File: config.mk
export PLATFORM = sky130hd
export DESIGN_NAME = instr_encoder
export DESIGN_NICKNAME = d
export VERILOG_FILES = /design/src/rtl/instr_encoder.sv
export SDC_FILE = /design/constraint.sdc
export NUM_CORES = 1
export LEC_CHECK = 0
export CORE_MARGIN = 2
export CORE_UTILIZATION = 57
export CTS_CLUSTER_SIZE = 14
export DETAILED_ROUTE_END_ITERATION = 6
export DONT_BUFFER_PORTS = 1
export PLACE_DENSITY = 0.75
export RECOVER_POWER = 50
export REMOVE_ABC_BUFFERS = 1
export SLEW_MARGIN = 20
export SYNTH_ARGS = -nofsm -noshare
export SYNTH_HDL_FRONTEND = slang
export SYNTH_SLANG_ARGS = --single-unit
File: constraint.sdc
create_clock -name CLK -period 2.01 [get_ports CLK]
set_input_delay 0.402 -clock CLK [delete_from_list [all_inputs] [get_ports CLK]]
set_output_delay 0.402 -clock CLK [all_outputs]
set_load 0.1 [all_outputs]
File: src/rtl/instr_encoder.sv
// Request-to-instruction encoder with a 4-entry output FIFO.
// Illegal opcodes are accepted, dropped, and raise a sticky error flag.
module instr_encoder (
  input  logic        CLK,
  input  logic        nRST,
  input  logic        REQ_VALID,
  output logic        REQ_READY,
  input  logic [3:0]  REQ_OP,
  input  logic [1:0]  REQ_RN,
  input  logic [1:0]  REQ_RM,
  input  logic [1:0]  REQ_RX,
  input  logic [1:0]  REQ_MODE,
  input  logic [1:0]  REQ_CIN,
  input  logic [3:0]  REQ_AMT,
  input  logic [3:0]  REQ_AMT2,
  output logic [15:0] INSTR,
  output logic        INSTR_VALID,
  input  logic        INSTR_READY,
  output logic [2:0]  COUNT,
  output logic        ERR
);

  typedef enum logic [3:0] {
    OP_ADR = 4'd0,  OP_ADM = 4'd1,  OP_ADI = 4'd2,  OP_SBR = 4'd3,
    OP_SBM = 4'd4,  OP_SBI = 4'd5,  OP_MLR = 4'd6,  OP_MLM = 4'd7,
    OP_XSL = 4'd8,  OP_XSR = 4'd9,  OP_BBO = 4'd10, OP_BFE = 4'd11,
    OP_LDR = 4'd12, OP_STI = 4'd13
  } op_e;

  typedef enum logic [4:0] {
    C_ADR = 5'b00001, C_ADM = 5'b00010, C_ADI = 5'b00011,
    C_SBR = 5'b00100, C_SBM = 5'b00101, C_SBI = 5'b00110,
    C_MLR = 5'b00111, C_MLM = 5'b01000, C_XSL = 5'b01001,
    C_XSR = 5'b01010, C_BBO = 5'b01011, C_LDR = 5'b11000,
    C_STI = 5'b11001
  } code_e;

  op_e         op;
  logic [15:0] enc_word;
  logic        op_legal;
  logic [10:0] reg_fields;
  logic [10:0] imm_fields;
  logic [10:0] shf_fields;
  logic [10:0] bbo_fields;
  logic [10:0] mem_fields;

  logic [15:0] mem [4];
  logic [1:0]  wr_ptr;
  logic [1:0]  rd_ptr;
  logic [2:0]  count;
  logic        err;
  logic        accept;
  logic        push;
  logic        pop;

  assign op = op_e'(REQ_OP);

  // Low 11-bit payloads shared by each instruction class.
  assign reg_fields = {1'b0, REQ_CIN, REQ_MODE, REQ_RX, REQ_RN, REQ_RM};
  assign imm_fields = {REQ_RN, 9'b0};
  assign shf_fields = {1'b0, REQ_CIN, REQ_AMT, 2'b00, REQ_RM};
  assign bbo_fields = {7'b0, REQ_RN, REQ_RM};
  assign mem_fields = {2'b00, REQ_MODE[0], REQ_RN, REQ_RM, REQ_AMT};

  always_comb begin
    enc_word = '0;
    op_legal = 1'b1;
    case (op)
      OP_ADR:  enc_word = {C_ADR, reg_fields};
      OP_SBR:  enc_word = {C_SBR, reg_fields};
      OP_MLR:  enc_word = {C_MLR, reg_fields};
      OP_ADM:  enc_word = {C_ADM, 11'b0};
      OP_SBM:  enc_word = {C_SBM, 11'b0};
      OP_MLM:  enc_word = {C_MLM, 11'b0};
      OP_ADI:  enc_word = {C_ADI, imm_fields};
      OP_SBI:  enc_word = {C_SBI, imm_fields};
      OP_XSL:  enc_word = {C_XSL, shf_fields};
      OP_XSR:  enc_word = {C_XSR, shf_fields};
      OP_BBO:  enc_word = {C_BBO, bbo_fields};
      OP_BFE:  enc_word = {4'b0110, ~REQ_AMT2, REQ_AMT, 2'b00, REQ_RM};
      OP_LDR:  enc_word = {C_LDR, mem_fields};
      OP_STI:  enc_word = {C_STI, mem_fields};
      default: op_legal = 1'b0;
    endcase
  end

  assign REQ_READY   = (count != 3'd4);
  assign accept      = REQ_VALID && REQ_READY;
  assign push        = accept && op_legal;
  assign pop         = INSTR_READY && (count != 3'd0);

  always_ff @(posedge CLK or negedge nRST) begin
    if (!nRST) begin
      wr_ptr <= '0;
      rd_ptr <= '0;
      count  <= '0;
      err    <= 1'b0;
    end else begin
      if (push) wr_ptr <= wr_ptr + 2'd1;
      if (pop)  rd_ptr <= rd_ptr + 2'd1;
      case ({push, pop})
        2'b10:   count <= count + 3'd1;
        2'b01:   count <= count - 3'd1;
        default: count <= count;
      endcase
      if (accept && !op_legal) err <= 1'b1;
    end
  end

  // Storage needs no reset: entries are only visible while count is non-zero.
  always_ff @(posedge CLK) begin
    if (push) mem[wr_ptr] <= enc_word;
  end

  assign COUNT       = count;
  assign ERR         = err;
  assign INSTR_VALID = (count != 3'd0);
  assign INSTR       = (count != 3'd0) ? mem[rd_ptr] : '0;

endmodule

Word level (Yosys, flattened, before mapping)
Memory sizes are Yosys's and may differ from the RTL's.
Cells that the tools add are included.
W data, S select, Z words.
{"block": "word_totals", "reg_bits": 8, "latch_bits": 0, "ram_bits": 64, "rom_bits": 0, "in_bits": 26, "wordCells": 41, "mem_count": 1}
{"block": "classes", "add_sub_neg": 4, "n_mul": 0, "div": 0, "n_lt_le_gt_ge": 0, "eq_ne": 16, "shifts": 0, "mux": 6, "bitwise": 1, "reduce_logical": 9}
{"name": "mem", "words": 4, "width": 16, "rd": 1, "rd_clocked_by_memory_dff": 0, "write_ports": 1, "line": "47", "text": "logic [15:0] mem [4];"}
{"op": "$pmux W16 S14", "n": 1}
{"op": "$eq A4 B4 Y1 const B", "n": 6}
{"op": "$eq A4 B3 Y1 const B", "n": 4}
{"op": "$mux W16", "n": 1}
{"op": "$reduce_or A14 Y1", "n": 1}
{"op": "$eq A4 B2 Y1 const B", "n": 2}
{"op": "$pmux W3 S2", "n": 1}
{"op": "$add A2 B1 Y2 const B", "n": 2}
{"op": "$eq A4 B1 Y1 const B", "n": 1}
{"op": "$logic_and A1 B1 Y1", "n": 4}
{"op": "$logic_not A4 Y1", "n": 1}
{"op": "$not A4 Y4", "n": 1}
{"op": "$add A3 B1 Y3 const B", "n": 1}
{"op": "$mux W1", "n": 3}
{"op": "$ne A3 B3 Y1 const B", "n": 1}
{"op": "$reduce_bool A3 Y1", "n": 1}
{"op": "$sub A3 B1 Y3 const B", "n": 1}
{"op": "$eq A2 B1 Y1 const B", "n": 1}
{"op": "$eq A2 B2 Y1 const B", "n": 1}
{"op": "$reduce_bool A2 Y1", "n": 1}
{"op": "$logic_not A1 Y1", "n": 1}

Depth between registers and ports, before layout
{"block": "depth", "word_depth": 6, "depth_mapped": 11}

Worst setup path before layout
Ideal clock, no wire load.
{"block": "synth_timing", "path_type": "register to output", "startpoint": "register count[0] (netlist: COUNT[0])", "endpoint": "output INSTR[10]", "arrival_time_ns": 3.242, "required_time_ns": 1.608, "setup_slack_ns": -1.634, "path_stages_with_launch": 5, "cell_sequence": "dfrtp_1 or3_1 clkbuf_1 clkbuf_1 and2_1"}
{"block": "synth_via", "elab_chain_cells": 2}
{"element": "start, declared", "line": "50", "text": "logic [2:0] count;"}
{"element": "start signal, assigned", "line": "102", "text": "2'b10: count <= count + 3'd1;"}
{"element": "start signal, assigned", "line": "103", "text": "2'b01: count <= count - 3'd1;"}
{"element": "start signal, assigned", "line": "104", "text": "default: count <= count;"}
{"element": "$reduce_bool A3 Y1"}
{"element": "net INSTR_VALID", "line": "17", "text": "output logic INSTR_VALID,"}
{"element": "$mux W16", "line": "118", "text": "assign INSTR = (count != 3'd0) ? mem[rd_ptr] : '0;"}
{"element": "end, declared", "line": "16", "text": "output logic [15:0] INSTR,"}
The timed path passes the listed nets, and every way through them passes these cells.

Worst setup path after layout
{"block": "layout_timing", "startpoint": "register count[0] (netlist: COUNT[0])", "endpoint": "output INSTR[13]"}
{"block": "layout_via", "elab_chain_cells": 2}
{"element": "$reduce_bool A3 Y1", "line": "118"}
{"element": "$mux W16", "line": "118"}
Every way passes these cells.

==> impl_metrics.csv <==
group,metric,value,unit
run_status,status,"finished with violations",
run_status,violations,"setup timing",
layout,nFillCells,359,
clock_network,clk_pin_slew,0.07,ns
worst_setup_path,crit_path_end_kind,"output pin",
timing,fin_crit,2.24,ns
routing,vias_per_cell,6.08,
placed_design,dpl.hpwl,4720,µm
clock_network,insertion_delay,0.35,ns
clock_network,cts.sinks,72,
floorplan,core,5850,µm²
floorplan,die_y,81.2,µm
placed_design,portBuffers,0,
grt,grt.overflow.total,0,
worst_setup_path,critPathMaxFanout,10,
timing,max_clock_freq,447,MHz
hold_path,min-delay-start,"REQ_VALID",
layout,drive_above_1_share,36.3,%
worst_setup_path,crit_end,"INSTR[13]",
worst_setup_path,cp-startpoint,"COUNT[0]",
worst_setup_path,worstSetupPathType,"reg2out",
layout,antenna_cells,0,
floorplan,num_io_pins,48,
worst_setup_path,crit_arrival,1.84,ns
logic_synthesis,synth_compound_area_share,6.19,%
job,drv_cap,0,
routing,antenna_left,0,
logic_synthesis,synthFlopType,"edfxtp_1",
clock_network,clockBufferDepth,2,
logic_synthesis,synth_top_cell_by_area,"edfxtp_1",
grt,grtUsageTotal,23.6,%
timing,tightest_slew,0.563,ns
layout,nets,286,
logic_synthesis,syn-cell-area,3400,µm²
logic_synthesis,syn_inst,223,
worst_setup_path,ff2ff_setup_slack,-0.02,ns
routing,drt_iter0_markers,137,
logic_synthesis,synth_edf_count,64,
routing,dr.pass1.iters,4,
logic_synthesis,ys_top_cells_by_count,"edfxtp_1 (64), and2_1 (17), mux4_2 (16), nand2_1 (13), inv_1 (11)",
floorplan,rows,28,
floorplan,fp.dieArea,6590,µm²
logic_synthesis,yosysTopAreaCellShare,56.6,%
hold_path,min_path_cells,2,
timing,holdWs,0.170,ns
logic_synthesis,synthTopCellsByArea,"edfxtp_1 (57%), mux4_2 (11%), dfrtp_1 (5.9%), and2_1 (3.1%), ha_1 (1.8%)",
logic_synthesis,yosysMostFrequentCell,"edfxtp_1",
logic_synthesis,synthMuxAreaShare,12.2,%
routing,routed-via-count,2030,
logic_synthesis,avgSynthCellArea,15.2,µm²
worst_setup_path,reg2regPathDepth,7,
timing,worst_slack,-0.229,ns
clock_network,cts_buffers,9,
logic_synthesis,synth.distinct_cells,44,
timing,rsz0062_at_grt,"yes",
logic_synthesis,async_flop_share,11.1,%
grt,grt_max_degree,22,
timing,slew_viol_final,0,
grt,grt_pass1_wl,10700,µm
timing,hold_violations,0,
timing,relSlewSlack,62.5,%
timing,setup_viol,18,
logic_synthesis,synth-simple-area-share,10.9,%
placed_design,place_area,3840,µm²
hold_path,holdCritPathClass,"in2reg",
layout,fin_area,4230,µm²
routing,routed_wl,7110,µm
worst_setup_path,worstReg2RegEnd,"COUNT[1]",
clock_network,cts_tree,"yes",
timing,min_period_over_period,111,%
clock_network,cts_htree_levels,3,
logic_synthesis,yosysSeqAreaShare,62.5,%
grt,antenna_found_initial,0,
routing,wl_per_cell,21.3,µm
placed_design,gp_congestion,0.869,
logic_synthesis,synth_xor_area_share,1.81,%
logic_synthesis,synth-seq-cells,72,
floorplan,die_width,81.2,µm
floorplan,start_util,58.0,%
logic_synthesis,synth_top_family_by_area,"multiplexers",
worst_setup_path,reg2reg_from,"COUNT[0]",
routing,drc,0,
worst_setup_path,cp_data_required_time,1.61,ns
logic_synthesis,yosys_warnings,0,
timing,fin_skew,0.00562,ns
worst_setup_path,startpoint_type,"flop",
grt,grt_pass1_vias,2073,
layout,synthToLayoutAreaGrowth,24.6,%
clock_network,root_buffer,"clkbuf_8",
logic_synthesis,synthAdderAreaFrac,2.43,%
==> critical path: stages, from the launching register on <==
cell and delay, ns:
dfrtp_1 0.40, buf_6 0.12, or3_4 0.43, buf_12 0.19
and2_4 0.16, buf_12 0.16
==> layout by cell type (no fill, tap or decap), types with 5 or more instances in the layout <==
cell type and count:
nand2_1 13, buf_12 18, a32oi_1 5, inv_1 9, edfxtp_1 64, and2_4 16, mux4_2 16, o21ai_0 6
dfrtp_1 7, clkbuf_8 9, buf_4 12
==> worst min-delay path by stage <==
stage                     end  slack (ns)
floorplan            COUNT[0]        0.11
global placement    rd_ptr[0]        0.11
detailed placement  rd_ptr[0]        0.11
CTS                       ERR        0.16
global route              ERR        0.16
finish                    ERR        0.17
==> registers in the layout, indices dropped and copies added (netlist names) <==
| name | count |
|---|---|
| COUNT | 3 |
| mem | 64 |
| ERR | 1 |
| rd_ptr | 2 |
| wr_ptr | 2 |
==> per-stage QoR <==
stage	TNS, ns	util [%]	instances	setup WS, ns
after floorplan	-49.24	-	207	-1.29
after detailed placement	-0.0513	65.7	313	-0.0513
after global routing	-4.41	72.3	334	-0.283
after CTS	-3.50	71.8	333	-0.237
final	-3.36	72.3	334	-0.229
after global placement	-0.00952	65.7	313	-0.00952
==> what timing repair did <==
action | 4_1_cts | 5_1_grt
pin swaps | 3 | 8
buffers inserted | 2 | 0
cloned | 1 | 1
resized for setup | 27 | 2
hold buffers | 1 | 0
hold endpoints to repair | 8 | 0
endpoints found under the setup margin | 17 | 18
==> cell type report <==
cell class | instances | area (µm²) | area share, %
repair buffers | 36 | 541 | 12.8
clock inverters | 6 | 108 | 2.54
flip-flops and latches | 72 | 2120 | 50.2
inverters | 11 | 41.3 | 0.975
clock buffers | 10 | 128 | 3.02
multi-input cells | 124 | 1200 | 28.3
well taps | 75 | 93.8 | 2.22
==> metal layers <==
| layer | routed length, µm | up-vias | global-route usage (%) |
|---|---|---|---|
| li1 | - | 910 | - |
| met1 | 2720 | 1039 | 27.0 |
| met2 | 3700 | 69 | 39.5 |
| met3 | 537 | 12 | 8.00 |
| met4 | 143 | 0 | 12.2 |
| met5 | 0 | - | 0 |
==> cell families after synthesis <==
group | count (synthesis)
flops | 72
simple gates | 60
compound gates | 30
buf+inv | 27
mux | 21
xor+xnor | 7
fa+ha+maj | 6
Power is left out: the tool's default activity adds up to more than one toggle a clock period on the data nets, which glitch-free logic cannot reach.
